[src/rtl/ex_mem_stage.sv]
// EX/MEM pipeline register: resolves branches/jumps from ALU flags, issues a
// one-cycle PC redirect and squashes the wrong-path instructions behind it.
module ex_mem_stage #(
  parameter int SHADOW = 2,
  localparam int SW = $clog2(SHADOW + 1)
) (
  input  logic          clk,
  input  logic          rst_n,
  input  logic          in_valid,
  output logic          in_ready,
  input  logic [31:0]   alu_out,
  input  logic          z,
  input  logic          c,
  input  logic          v,
  input  logic [31:0]   pc,
  input  logic [31:0]   imm,
  input  logic [31:0]   rs2_data,
  input  logic [4:0]    rd,
  input  logic          reg_write,
  input  logic          mem_read,
  input  logic          mem_write,
  input  logic          branch,
  input  logic          jump,
  input  logic [2:0]    br_funct3,
  input  logic [2:0]    mem_funct3,
  output logic          out_valid,
  input  logic          out_ready,
  output logic [31:0]   m_result,
  output logic [31:0]   m_rs2,
  output logic [4:0]    m_rd,
  output logic          m_reg_write,
  output logic          m_mem_read,
  output logic          m_mem_write,
  output logic [2:0]    m_mem_funct3,
  output logic          redirect,
  output logic [31:0]   redirect_pc,
  output logic [31:0]   branch_cnt,
  output logic [31:0]   taken_cnt,
  output logic [SW-1:0] shadow_dbg
);

  // Handshake: EX->stage transfers when in_valid & in_ready; stage->MEM
  // transfers when out_valid & out_ready. out_valid and m_* never change
  // while out_valid & ~out_ready.

  logic [SW-1:0] shadow;
  logic          accept;
  logic          eq, lt, ltu;
  logic          cond;
  logic          taken;
  logic [31:0]   target;

  assign in_ready   = ~out_valid | out_ready;
  assign accept     = in_valid & in_ready & (shadow == '0);
  assign shadow_dbg = shadow;

  assign eq  = z;
  assign lt  = alu_out[31] ^ v;
  assign ltu = ~c;

  always_comb begin
    cond = 1'b0;
    unique case (br_funct3)
      3'b000:  cond = eq;
      3'b001:  cond = ~eq;
      3'b100:  cond = lt;
      3'b101:  cond = ~lt;
      3'b110:  cond = ltu;
      3'b111:  cond = ~ltu;
      default: cond = 1'b0;
    endcase
  end

  assign taken  = jump | (branch & cond);
  assign target = jump ? {alu_out[31:1], 1'b0} : pc + imm;

  always_ff @(posedge clk or negedge rst_n) begin
    if (!rst_n) begin
      out_valid    <= 1'b0;
      m_result     <= '0;
      m_rs2        <= '0;
      m_rd         <= '0;
      m_reg_write  <= 1'b0;
      m_mem_read   <= 1'b0;
      m_mem_write  <= 1'b0;
      m_mem_funct3 <= '0;
      redirect     <= 1'b0;
      redirect_pc  <= '0;
      shadow       <= '0;
      branch_cnt   <= '0;
      taken_cnt    <= '0;
    end else begin
      // Pulse regardless of out_ready so the fetch side never misses it.
      redirect <= accept & taken;
      if (accept & taken)
        redirect_pc <= target;
      if (in_ready) begin
        out_valid <= accept;
        if (accept) begin
          m_result     <= jump ? pc + 32'd4 : alu_out;
          m_rs2        <= rs2_data;
          m_rd         <= rd;
          m_reg_write  <= reg_write;
          m_mem_read   <= mem_read;
          m_mem_write  <= mem_write;
          m_mem_funct3 <= mem_funct3;
        end
        if (accept & taken)
          shadow <= SW'(SHADOW);
        else if (shadow != '0)
          shadow <= shadow - SW'(1);
        if (accept & branch)
          branch_cnt <= branch_cnt + 32'd1;
        if (accept & branch & cond)
          taken_cnt <= taken_cnt + 32'd1;
      end
    end
  end

endmodule

[config.mk]
export PLATFORM = sky130hd
export DESIGN_NAME = ex_mem_stage
export DESIGN_NICKNAME = d
export VERILOG_FILES = /design/src/rtl/ex_mem_stage.sv
export SDC_FILE = /design/constraint.sdc
export NUM_CORES = 1
export LEC_CHECK = 0
export CORE_UTILIZATION = 46
export CTS_BUF_LIST = sky130_fd_sc_hd__clkbuf_8 sky130_fd_sc_hd__clkbuf_16
export DETAILED_ROUTE_END_ITERATION = 6
export GPL_TIMING_DRIVEN = 0
export PLACE_DENSITY_LB_ADDON = 0.05
export SYNTH_ARGS = -nofsm -noshare
export SYNTH_HDL_FRONTEND = slang
export SYNTH_SLANG_ARGS = --single-unit
[constraint.sdc]
create_clock -name clk -period 2.55 [get_ports clk]
set_clock_uncertainty 0.15 [all_clocks]
set_input_delay 0.765 -clock clk [delete_from_list [all_inputs] [get_ports clk]]
set_output_delay 0.765 -clock clk [all_outputs]
set_load 0.05 [all_outputs]
==> results.sh <==
export IMPL_ys_flop_type="dfrtp_1"
export IMPL_fillerInstances=1480
export IMPL_cts_num_sinks=175
export IMPL_ant_nets=0
export IMPL_power_density_nw_per_um2=955
export IMPL_wirelength_um=31800
export IMPL_syn_area_per_cell_sq_um=8.97
export IMPL_drv_slew=0
export IMPL_yosysMostFrequentCell="nand2_1"
export IMPL_yosys_top_cells_area="dfrtp_1 (46%), nand2_1 (11%), xnor2_1 (7.0%)"
export IMPL_ctsHoldBuffers=0
export IMPL_tightest_slew_ns=0.614
export IMPL_die_area_sq_um=21200
export IMPL_synth_edf_count=0
export IMPL_syn2layout_area_growth_pct=59.0
export IMPL_finalNetCount=1640
export IMPL_start_kind="input pin"
export IMPL_yosys_area_top_type="dfrtp_1"
export IMPL_core_area_sq_um=20200
export IMPL_endpoint_kind="flip-flop"
export IMPL_required_ns=2.72
export IMPL_cp_top_family="compound AO/OA/AOI/OAI gates"
export IMPL_syn_inst=1059
export IMPL_root_buffer="clkbuf_16"
export IMPL_dp_slack_ns=-1.49
export IMPL_max_stage_delay_ns=0.35
export IMPL_critPathKind="in2reg"
export IMPL_drv_cap=0
export IMPL_peakVddDrop_mv=0.547
export IMPL_crit_buf_inv=1
export IMPL_status="finished, violations left"
export IMPL_track_usage=0.290
export IMPL_cts_tree="built"
export IMPL_drtPass1Iterations=7
export IMPL_drt_iter0_drc=523
export IMPL_synthArstFlopShare=1.00
export IMPL_yosysWarnings=0
export IMPL_synth_top_area_frac=0.461
export IMPL_synth_area_sq_um=9500
export IMPL_grt_max_degree=102
export IMPL_die_height_um=146
export IMPL_post_drt_wl_per_cell_um=18.3
export IMPL_hold_path_class="in2async"
export IMPL_worst_slack_ns=-0.187
export IMPL_slowest_stage="fa_2"
export IMPL_vias=9398
export IMPL_cts_buffers=17
export IMPL_relSlewSlack=0.591
export IMPL_ys_top_cells_by_count="nand2_1 (268), dfrtp_1 (175), o21ai_0 (88), xnor2_1 (76), nand3_1 (59)"
export IMPL_grt_pass1_vias=9036
export IMPL_place_port_buffers=326
export IMPL_min_period_ns=2.74
export IMPL_synth_nets=1246
export IMPL_violations="DRC, setup timing"
export IMPL_cts_clk_slew_worst_paths_ns=0.07
export IMPL_start_util=0.470
export IMPL_vias_per_cell=5.41
export IMPL_synthDistinctLibCells=50
export IMPL_cp_arrival_ns=2.90
export IMPL_dpl_hpwl_um=23000
export IMPL_r2r_setup_slack_ns=0.18
export IMPL_overflow=0
export IMPL_total_power_mw=14.4
export IMPL_crit_chain="buf_8 -> ha_4 -> fa_2 -> a21o_1 -> a221oi_4 -> o21bai_2 -> o31ai_4 -> a31oi_1 -> nor2_1 -> xor2_1 -> o211ai_1"
export IMPL_hold_violations=0
export IMPL_gp_congestion=0.905
export IMPL_grt_pass1_wl_um=48300
export IMPL_drc=2
export IMPL_antenna_found_initial=1
export IMPL_grt_setup_unrepaired="true"
export IMPL_period_share=1.07
export IMPL_fp_row_count=52
export IMPL_drive_gt1_frac=0.187
export IMPL_fmax_mhz=365
export IMPL_boundaryPins=327
export IMPL_setup_violations=13
export IMPL_chipWidth_um=146
export IMPL_clk_latency_ns=0.43
export IMPL_htreeDepth=4
export IMPL_power_leakage_nw=7.44
export IMPL_ys_seq_elements=175
export IMPL_seq_area_frac_synth=0.461
export IMPL_clockBufferDepth=2
export IMPL_cp_max_fo=2
[metal layers]
layer	vias up	part of all wire	global-route usage
met5	-	0	0
met4	0	0.028	0.0837
met3	73	0.069	0.0408
met2	418	0.49	0.491
met1	4474	0.41	0.387
li1	4433	-	-
[area by class of cell]
cell class / instances / area (sq um) / share of cell area
Clock inverter: 14 / 170 / 0.0113
Buffer: 42 / 216 / 0.0143
Antenna cell: 1 / 2.50 / 0.000166
Sequential cell: 175 / 4390 / 0.290
Multi-Input combinational cell: 824 / 5860 / 0.388
Timing Repair Buffer: 381 / 3650 / 0.242
Inverter: 12 / 45.0 / 0.00298
Tap cell: 270 / 338 / 0.0224
Clock buffer: 18 / 439 / 0.0291
[state kept, by name, summed over array words and instances (netlist names)]
register and flops:
taken_cnt 32, branch_cnt 32, redirect_pc 32, shadow_dbg 2, m_mem_write 1, m_mem_read 1
m_reg_write 1, redirect 1, m_result 32, out_valid 1, m_mem_funct3 3, m_rd 5
m_rs2 32
[stage by stage]
stage | instances | hold slack, ns | setup TNS [ns] | instance area (sq um) | util
floorplan | 1059 | 0.319 | -3.36 | 9680 | -
global placement | 1655 | 0.307 | -1306.10 | 13300 | 0.656
detailed placement | 1656 | 0.311 | -121.21 | 13300 | 0.658
CTS | 1719 | 0.178 | -0.268 | 14600 | 0.720
global route | 1737 | 0.186 | -2.24 | 15100 | 0.747
finish | 1737 | 0.149 | -1.13 | 15100 | 0.747
[cell families after synthesis]
| family | Yosys count | synth area share |
|---|---|---|
| muxes | 12 | 0.0129 |
| xor gates and xnor gates | 122 | 0.114 |
| DFF | 175 | 0.461 |
| adders and majority gates | 36 | 0.0482 |
| and+or+nand+nor | 450 | 0.210 |
| AOI/OAI and AO/OA | 204 | 0.129 |
| buffers and inverters | 60 | 0.0254 |
[power breakdown]
group	leakage [nW]	total [mW]	switching (mW)	internal, mW
Combinational	4.91	7.57	5.16	2.40
Sequential	2.24	4.15	0.500	3.65
Clock	0.288	2.71	1.20	1.51
Total	7.44	14.4	6.87	7.57
[final timing paths]
check	startpoint	to	cells after the start
worst max-delay path	pc[0]	redirect_pc[24]$_DFFE_PN0P_	11
worst min-delay path	rst_n	taken_cnt[21]$_DFFE_PN0P_	1
worst max register to register	taken_cnt[13]$_DFFE_PN0P_	taken_cnt[31]$_DFFE_PN0P_	9
worst min register to register	branch_cnt[31]$_DFFE_PN0P_	branch_cnt[31]$_DFFE_PN0P_	1
max in group asynchronous	rst_n	redirect_pc[31]$_DFFE_PN0P_	2
min in group clk	branch_cnt[31]$_DFFE_PN0P_	branch_cnt[31]$_DFFE_PN0P_	1
[what timing repair did]
item | in CTS | in global routing
gates cloned | 0 | 1
setup buffers | 36 | 17
gates resized for setup | 295 | 152
setup endpoints to repair | 237 | 156
pin swaps | 66 | 67
[layout by cell type (no fill, tap or decap), types with 17 or more instances in the layout]
| cell type | n |
|---|---|
| nand2_1 | 260 |
| dlygate4sd2_1 | 107 |
| o211ai_1 | 19 |
| dlymetal6s2s_1 | 47 |
| clkdlybuf4s50_1 | 141 |
| clkbuf_16 | 18 |
| clkbuf_2 | 18 |
| buf_4 | 51 |
| xor2_1 | 43 |
| xnor2_1 | 70 |
| a21o_1 | 20 |
| clkbuf_1 | 24 |
| dfrtp_1 | 167 |
| nand4_1 | 25 |
| nor2_1 | 33 |
| and3_1 | 17 |
| ha_4 | 26 |
| a21oi_1 | 29 |
| o21ai_0 | 72 |
| nand3_1 | 48 |
No activity file was read; power rests on OpenSTA's default activity.
